==> config.mk <==
export PLATFORM = sky130hd
export DESIGN_NAME = led_trail_pwm
export DESIGN_NICKNAME = d
export VERILOG_FILES = /design/src/rtl/led_pkg.sv /design/src/rtl/pwm_channel.sv /design/src/rtl/led_trail_pwm.sv
export SDC_FILE = /design/constraint.sdc
export NUM_CORES = 1
export LEC_CHECK = 0
export BUFFER_PORTS_ARGS = -buffer_cell sky130_fd_sc_hd__buf_2
export CAP_MARGIN = 10
export CORE_MARGIN = 4
export CORE_UTILIZATION = 30
export CTS_CLUSTER_SIZE = 25
export DETAILED_ROUTE_END_ITERATION = 8
export PLACE_DENSITY = 0.53
export SYNTH_ARGS = -nofsm -noshare
export SYNTH_HDL_FRONTEND = slang
export SYNTH_SLANG_ARGS = --single-unit
export TNS_END_PERCENT = 5
==> constraint.sdc <==
create_clock -name clk -period 4.5 [get_ports clk]
set_input_delay 0.45 -clock clk [delete_from_list [all_inputs] [get_ports clk]]
set_output_delay 0.45 -clock clk [all_outputs]
set_load 0.05 [all_outputs]
==> src/rtl/led_pkg.sv <==
// Shared LED definitions: default sizes, MAX helper, saturating subtract and the
// gamma curve used when LED_TRAIL_GAMMA_EN is defined.
package led_pkg;

  localparam int LED_N  = 8;
  localparam int LED_BW = 4;

  function automatic int max_from_bw(input int bw);
    return (1 << bw) - 1;
  endfunction

  function automatic int sat_sub(input int a, input int d);
    return (a > d) ? a - d : 0;
  endfunction

  // Perceptual curve: (b*b + MAX) >> BW keeps f(0)=0 and f(MAX)=MAX.
  function automatic int gamma(input int b, input int bw);
    return (b * b + max_from_bw(bw)) >> bw;
  endfunction

endpackage

==> src/rtl/pwm_channel.sv <==
// One LED channel: duty latch updated on the PWM wrap, then a registered compare
// against the shared counter. Define LED_TRAIL_GAMMA_EN to apply the gamma curve.
module pwm_channel
  import led_pkg::*;
#(
  parameter int BW = LED_BW
) (
  input  logic          clk,
  input  logic          rstna,
  input  logic [BW-1:0] bright,
  input  logic [BW-1:0] pwm_cnt,
  input  logic          pwm_wrap,
  output logic          led
);

  logic [BW-1:0] duty;
  logic [BW-1:0] duty_next;

  // NOTE: duty_next is assigned on every path through this block, so no latch is inferred.
  always_comb begin
`ifdef LED_TRAIL_GAMMA_EN
    duty_next = BW'(gamma(int'(bright), BW));
`else
    duty_next = bright;
`endif
  end

  // Duty only moves at the period boundary so a period never mixes two levels.
  always_ff @(posedge clk or negedge rstna) begin
    if (!rstna) begin
      duty <= '0;
      led  <= 1'b0;
    end else begin
      if (pwm_wrap) duty <= duty_next;
      led <= (duty > pwm_cnt);
    end
  end

endmodule

==> src/rtl/led_trail_pwm.sv <==
// Comet-trail LED driver: one-hot position to per-LED fading brightness, rendered
// through a shared PWM counter. Define LED_TRAIL_GAMMA_EN for gamma-corrected duty.
module led_trail_pwm
  import led_pkg::*;
#(
  parameter int N     = LED_N,
  parameter int BW    = LED_BW,
  parameter int DECAY = 3
) (
  input  logic         clk,
  input  logic         rstna,
  input  logic         step,
  input  logic [N-1:0] pos,
  input  logic         clr_err,
  output logic [N-1:0] led,
  output logic         pwm_wrap,
  output logic         pos_err
);

  localparam int MAX = max_from_bw(BW);

  logic [BW-1:0] pwm_cnt;
  logic          wrap;
  logic [BW-1:0] bright [N];

  // Period is MAX cycles: the counter never reaches MAX itself.
  assign wrap     = (pwm_cnt == BW'(MAX - 1));
  assign pwm_wrap = wrap;

  always_ff @(posedge clk or negedge rstna) begin
    if (!rstna)    pwm_cnt <= '0;
    else if (wrap) pwm_cnt <= '0;
    else           pwm_cnt <= pwm_cnt + 1'b1;
  end

  // NOTE: non-blocking assignments so every flop samples pre-edge values in parallel.
  // NOTE: the brightness array is plain flops, not RAM, so it is reset with the rest of the state.
  always_ff @(posedge clk or negedge rstna) begin
    if (!rstna) begin
      for (int i = 0; i < N; i++) bright[i] <= '0;
    end else begin
      for (int i = 0; i < N; i++) begin
        if (pos[i])    bright[i] <= BW'(MAX);
        else if (step) bright[i] <= BW'(sat_sub(int'(bright[i]), DECAY));
      end
    end
  end

  // Set has priority over clear so a bad sample is never lost.
  always_ff @(posedge clk or negedge rstna) begin
    if (!rstna)                   pos_err <= 1'b0;
    else if ($countones(pos) != 1) pos_err <= 1'b1;
    else if (clr_err)             pos_err <= 1'b0;
  end

  for (genvar g = 0; g < N; g++) begin : g_ch
    pwm_channel #(.BW(BW)) u_ch (
      .clk     (clk),
      .rstna   (rstna),
      .bright  (bright[g]),
      .pwm_cnt (pwm_cnt),
      .pwm_wrap(wrap),
      .led     (led[g])
    );
  end

endmodule

==> out/results.tsv, run 1 <==
metric	value	unit
io_pins	22	
fin_tns_setup	0	ns
min_period_over_period	66.65	%
avgSynthCellArea	11.59	um^2
area_delta_synth_final	10.98	%
die_x	125.6	um
drt-total-wl	7781	um
rows	42	
p_leak	2.077	nW
setup.worst_path.end	pos_err$_DFFE_PN0P_	
synth-seq-cells	77	
worstPathMaxFanout	3	
r2r_end	g_ch[7].u_ch.duty[3]$_DFFE_PN0P_	
grt_max_degree	78	
cts.sink_count	77	
setup_viol	0	
ant_nets	0	
cp.arrival	3.20	ns
max-slew-margin-rel	36.08	%
cap_viol_max_count	0	
crit_path_end_kind	flop	
seq_area_frac_synth	46.46	%
yosys_warnings	0	
fin_area	4603	um^2
top_usage_layer	met2	
initial_core_util	30.95	%
place.gp.congestion	0.7525	
ctsHoldBuffers	0	
antenna_found_initial	0	
hold_viol_final	0	
cts_buffers	9	
hp-class	in -> async	
numPortBuffers	21	
drive_gt1_share	19.63	%
fin_cells	553	
viasPerCell	4.696	
ir_drop	0.0001353	V
grt_use_total	10.71	%
wl_per_cell	14.07	um
core_area	13400	um^2
rsz0062_at_grt	no	
drt_iter0_markers	88	
status	finished, final reports clean	
synthCells	358	
grtUsageMet3	2.729	%
cts_resized	0	
grt_pass1_wl	13570	um
synthArstFlopShare	100.0	%
worst_clock_skew	0.004243	ns
route.detailed.drc	0	
fin_crit	2.999	ns
ff2ff_setup_slack	2.27	ns
synth_cell_types	32	
postCtsSetupBuffers	0	
dp_cells	539	
rr_startpoint	pwm_cnt[0]$_DFF_PN0_	
cts_max_level	3	
met1_usage	14.25	%
die_h	125.6	um
tritoncts	built	
path_clk_slew	0.06	ns
r2r_cells	3	
cts_root_buf	clkbuf_16	
place_hpwl	5476	um
drv_slew	0	
fmax	333.4	MHz
cts_buffer_depth	2	
gr-total-overflow	0	
yosys_most_used_dff	dfrtp_1	
cp.required	4.70	ns
worst_slew_pin_slew	0.9588	ns
vias	2597	
dieArea	15770	um^2
n_antenna_cell	0	
first_global_vias	2696	
worst-setup-path-type	in -> reg	
synth_edf_count	0	
power_density	359.9	nW/um^2
dpl_cell_area	4337	um^2
drtPass1Iterations	6	
synth.net_count	417	
worstSkewPairLatency	0.33	ns
crit_start	pos[0]	
use_met2	16.90	%
startpoint_type	primary input	
syn_area	4148	um^2
nets	433	
[worst max-delay path, cell delays in order]
cell and delay (ns):
buf_2 0.10, inv_1 0.08, fa_1 0.59, fa_1 0.44, fa_1 0.43, inv_1 0.07, ha_1 0.17, inv_1 0.06
fa_1 0.37, a211oi_1 0.16, mux2_2 0.17, o2111ai_1 0.11
[how the worst min path moves through the flow]
stage                                     start                               end  slack [ns]  cells past startpoint
2_1_floorplan                             rstna             bright[0]$_DFFE_PN0P_        0.15                      0
3_3_place_gp   g_ch[1].u_ch.duty[0]$_DFFE_PN0P_  g_ch[1].u_ch.duty[0]$_DFFE_PN0P_        0.50                      1
3_5_place_dp   g_ch[0].u_ch.duty[0]$_DFFE_PN0P_  g_ch[0].u_ch.duty[0]$_DFFE_PN0P_        0.50                      1
4_1_cts                                   rstna        g_ch[0].u_ch.led$_DFF_PN0_        0.32                      1
5_1_grt                                  pos[1]            bright[24]$_DFFE_PN0P_        0.34                      3
6_report                                  rstna  g_ch[0].u_ch.duty[1]$_DFFE_PN0P_        0.28                      1
[placed cells by master (no fill, tap or decap), types with 8 or more instances in the layout]
master / n
o21ai_0: 40
nor2_1: 15
buf_2: 20
mux2_4: 29
nor2b_1: 8
inv_1: 33
ha_1: 43
a211oi_1: 8
dfrtp_1: 77
clkbuf_16: 9
a21oi_1: 26
o31ai_1: 8
nand2_1: 12
[cells by family (layout without fill, tap and decap cells)]
family / count (synthesis) / in the layout / synth area share (%)
buffers and inverters: 52 / 71 / 6.817
AO/OA/AOI/OAI: 94 / 94 / 13.27
AND/OR/NAND/NOR: 54 / 54 / 6.697
adder cells (fa/ha/maj): 47 / 47 / 14.90
flip-flops: 77 / 77 / 46.46
multiplexers: 34 / 34 / 11.86
[cells in the mapped netlist (3+ instances only)]
cell type	n	area, um^2
mux2_2	5	56.30
dfrtp_1	77	1927
nand2_1	12	45.04
mux2_4	29	435.4
a21oi_1	26	130.1
clkbuf_1	5	18.77
ha_1	43	538.0
o31ai_1	8	60.06
buf_12	3	60.06
nand4_1	7	43.79
nand2b_1	7	43.79
o311ai_0	7	61.31
o21ai_0	40	200.2
buf_4	8	60.06
a211oi_1	8	60.06
fa_1	4	80.08
inv_1	33	123.9
nor2_1	15	56.30
nor2b_1	8	50.05
[metal layers]
layer / routed length [um] / part of all wire [%] / vias to the layer above
met5: 0 / 0 / -
met4: 135 / 1.7 / 0
met3: 190 / 2.4 / 13
met2: 3631 / 47 / 24
met1: 3824 / 49 / 1263
li1: - / - / 1297
[metrics by stage]
step	util, %	power [mW]	hold WS, ns	worst slack (ns)
after CTS	34.35	1.680	0.3235	1.481
after global routing	34.35	1.756	0.3396	1.306
after global placement	32.36	1.002	0.4976	1.205
after detailed placement	32.36	1.016	0.5011	1.147
after floorplan	-	0.9496	0.1544	1.456
final	34.35	1.657	0.2786	1.501
[state kept, by name (all words and copies together) (netlist names)]
register	count
pos_err	1
bright	32
g_ch.u_ch.led	8
g_ch.u_ch.duty	32
pwm_cnt	4
[cell type report]
type                            instances  area (um^2)
Tap cell                              176        220.2
Clock inverter                          2        10.01
Multi-Input combinational cell        229         1939
Timing Repair Buffer                   23        122.6
Inverter                               34        127.6
Fill cell                            1337         8797
Sequential cell                        77         1927
Clock buffer                           12        256.5
[report_power, final]
group	leakage [nW]	internal, mW	switching (mW)
logic	1.18	0.0970	0.117
registers	0.766	0.743	0.0426
clock network	0.134	0.395	0.262
total	2.08	1.24	0.421
Power figures use the tool's default switching activity.
==> run 2: changes to the inputs <==
Clock period 4.5 ns to 3.15 ns, I/O delays scaled along.
==> run 2 against run 1 <==
First-iteration DRC count rose by 6.8%. Register-to-register slack got worse by 1.1 ns. Worst hold slack worse by 0.15 ns. Sequential share of layout area fell by 0.32 points. Clock skew increased by 0.0015 ns. Largest cell class unchanged. Highest routed layer unchanged.
==> out/results.tsv, run 2 (synthesis gave the netlist of run 1 again) <==
metric	value	unit
p_clk_share	39.5	%
ant_nets	0	
numPortBuffers	21	
cap_viol_max_count	0	
top_usage_layer	met2	
route.detailed.drc	0	
rsz0062_at_grt	no	
area_delta_synth_final	11.83	%
hold_viol_final	0	
core_area	13400	um^2
place_hpwl	5673	um
r2r_cells	4	
ff2ff_setup_slack	1.14	ns
seqPwrFrac	47.5	%
power_frac_comb	13.0	%
fin_crit	2.911	ns
status	finished, final reports clean	
worst-setup-path-type	in -> reg	
startpoint_type	primary input	
setup_ws	0.2385	ns
grtUsageMet3	2.814	%
setup_viol	0	
worst_clock_skew	0.005790	ns
worst_slew_pin_slew	0.9438	ns
rr_startpoint	pwm_cnt[3]$_DFF_PN0_	
dieArea	15770	um^2
drt-total-wl	7871	um
grt_use_total	10.83	%
die_x	125.6	um
ir_drop	0.0001895	V
rows	42	
first_global_vias	2686	
final_cell_mix	dfrtp_1 (77), ha_1 (43), o21ai_0 (40)	
vias	2628	
hp-class	in -> async	
viasPerCell	4.718	
path_clk_slew	0.06	ns
io_pins	22	
r2r_end	g_ch[6].u_ch.duty[1]$_DFFE_PN0P_	
dp_cells	542	
cts.sink_count	77	
worstPathMaxFanout	3	
crit_path_end_kind	flop	
fin_util	34.61	%
internal_power	1.745	mW
grt_max_degree	78	
ctsHoldBuffers	0	
fmax	343.5	MHz
tritoncts	built	
place.gp.congestion	0.7259	
worstSkewPairLatency	0.33	ns
power_switching	0.6178	mW
p_leak	2.099	nW
cts_max_level	3	
wl_per_cell	14.13	um
die_h	125.6	um
grt_pass1_wl	13460	um
cts_resized	0	
nets	436	
post-place-ws	-0.1257	ns
cp.arrival	3.11	ns
use_met2	17.94	%
fin_tns_setup	0	ns
fin_cells	557	
met1_usage	13.54	%
cts_buffers	9	
n_antenna_cell	0	
min_period_over_period	92.43	%
antenna_found_initial	0	
drive_gt1_share	20.73	%
layout_commonest_cell	dfrtp_1	
power_density	509.4	nW/um^2
drtPass1Iterations	4	
postCtsSetupBuffers	0	
drv_slew	0	
cts_buffer_depth	2	
cts_root_buf	clkbuf_16	
gr-total-overflow	0	
cp.required	3.35	ns
top_regs	bright: 32 flops, g_ch.u_ch.duty: 32 flops, g_ch.u_ch.led: 8 flops	
swShare	26.15	%
max-slew-margin-rel	37.08	%
drt_iter0_markers	94	
initial_core_util	30.95	%
-- run 2: changes by cell type in the layout (fill, tap and decap cells not counted), sizes merged --
cell and delta:
buf +3, clkbuf -2, clkinv +2, clkinvlp +1
-- run 2: worst max-delay path by stage --
stage          depth (start not counted)  slack [ns]                   to    from
3_3_place_gp                          12      -0.004  pos_err$_DFFE_PN0P_  pos[0]
2_1_floorplan                         11        0.24  pos_err$_DFFE_PN0P_  pos[0]
4_1_cts                               12        0.25  pos_err$_DFFE_PN0P_  pos[0]
5_1_grt                               12        0.11  pos_err$_DFFE_PN0P_  pos[0]
6_report                              12        0.24  pos_err$_DFFE_PN0P_  pos[0]
3_5_place_dp                          12       -0.13  pos_err$_DFFE_PN0P_  pos[0]
-- run 2: critical path: stages --
cell and delay (ns):
buf_2 0.10, inv_1 0.07, fa_1 0.58, fa_1 0.43, fa_1 0.43, inv_1 0.08, ha_1 0.16, inv_1 0.05
fa_1 0.37, a211oi_1 0.21, mux2_2 0.20, o2111ai_1 0.11
-- run 2: cell type report --
cell class                 instances  area, um^2
clock buffer                      10       239.0
multi-input combinational        229        1939
clock inverter                     5       27.53
inverter                          34       127.6
sequential                        77        1927
fill                            1322        8762
tap                              176       220.2
timing repair buffer              26       157.7
-- run 2: power by group through the flow --
stage | sequential [mW] | clock, mW | combinational, mW
floorplan | 1.13 | 0 | 0.226
global placement | 1.14 | 0 | 0.296
detailed placement | 1.14 | 0 | 0.314
CTS | 1.12 | 0.964 | 0.315
global route | 1.14 | 1.02 | 0.358
finish | 1.12 | 0.933 | 0.308
-- run 2: per-stage QoR --
stage / area (um^2) / power [mW] / hold WS, ns
global route: 4638 / 2.513 / 0.2082
finish: 4638 / 2.363 / 0.1287
floorplan: 4148 / 1.357 / 0.01941
global placement: 4372 / 1.434 / 0.4968
CTS: 4638 / 2.403 / 0.1736
detailed placement: 4372 / 1.456 / 0.4973
-- run 2: metal layers --
metal | vias to the layer above | wire length [um]
met1 | 1296 | 3712
met4 | 0 | 133
met3 | 10 | 192
met5 | - | 0
li1 | 1301 | -
met2 | 21 | 3833
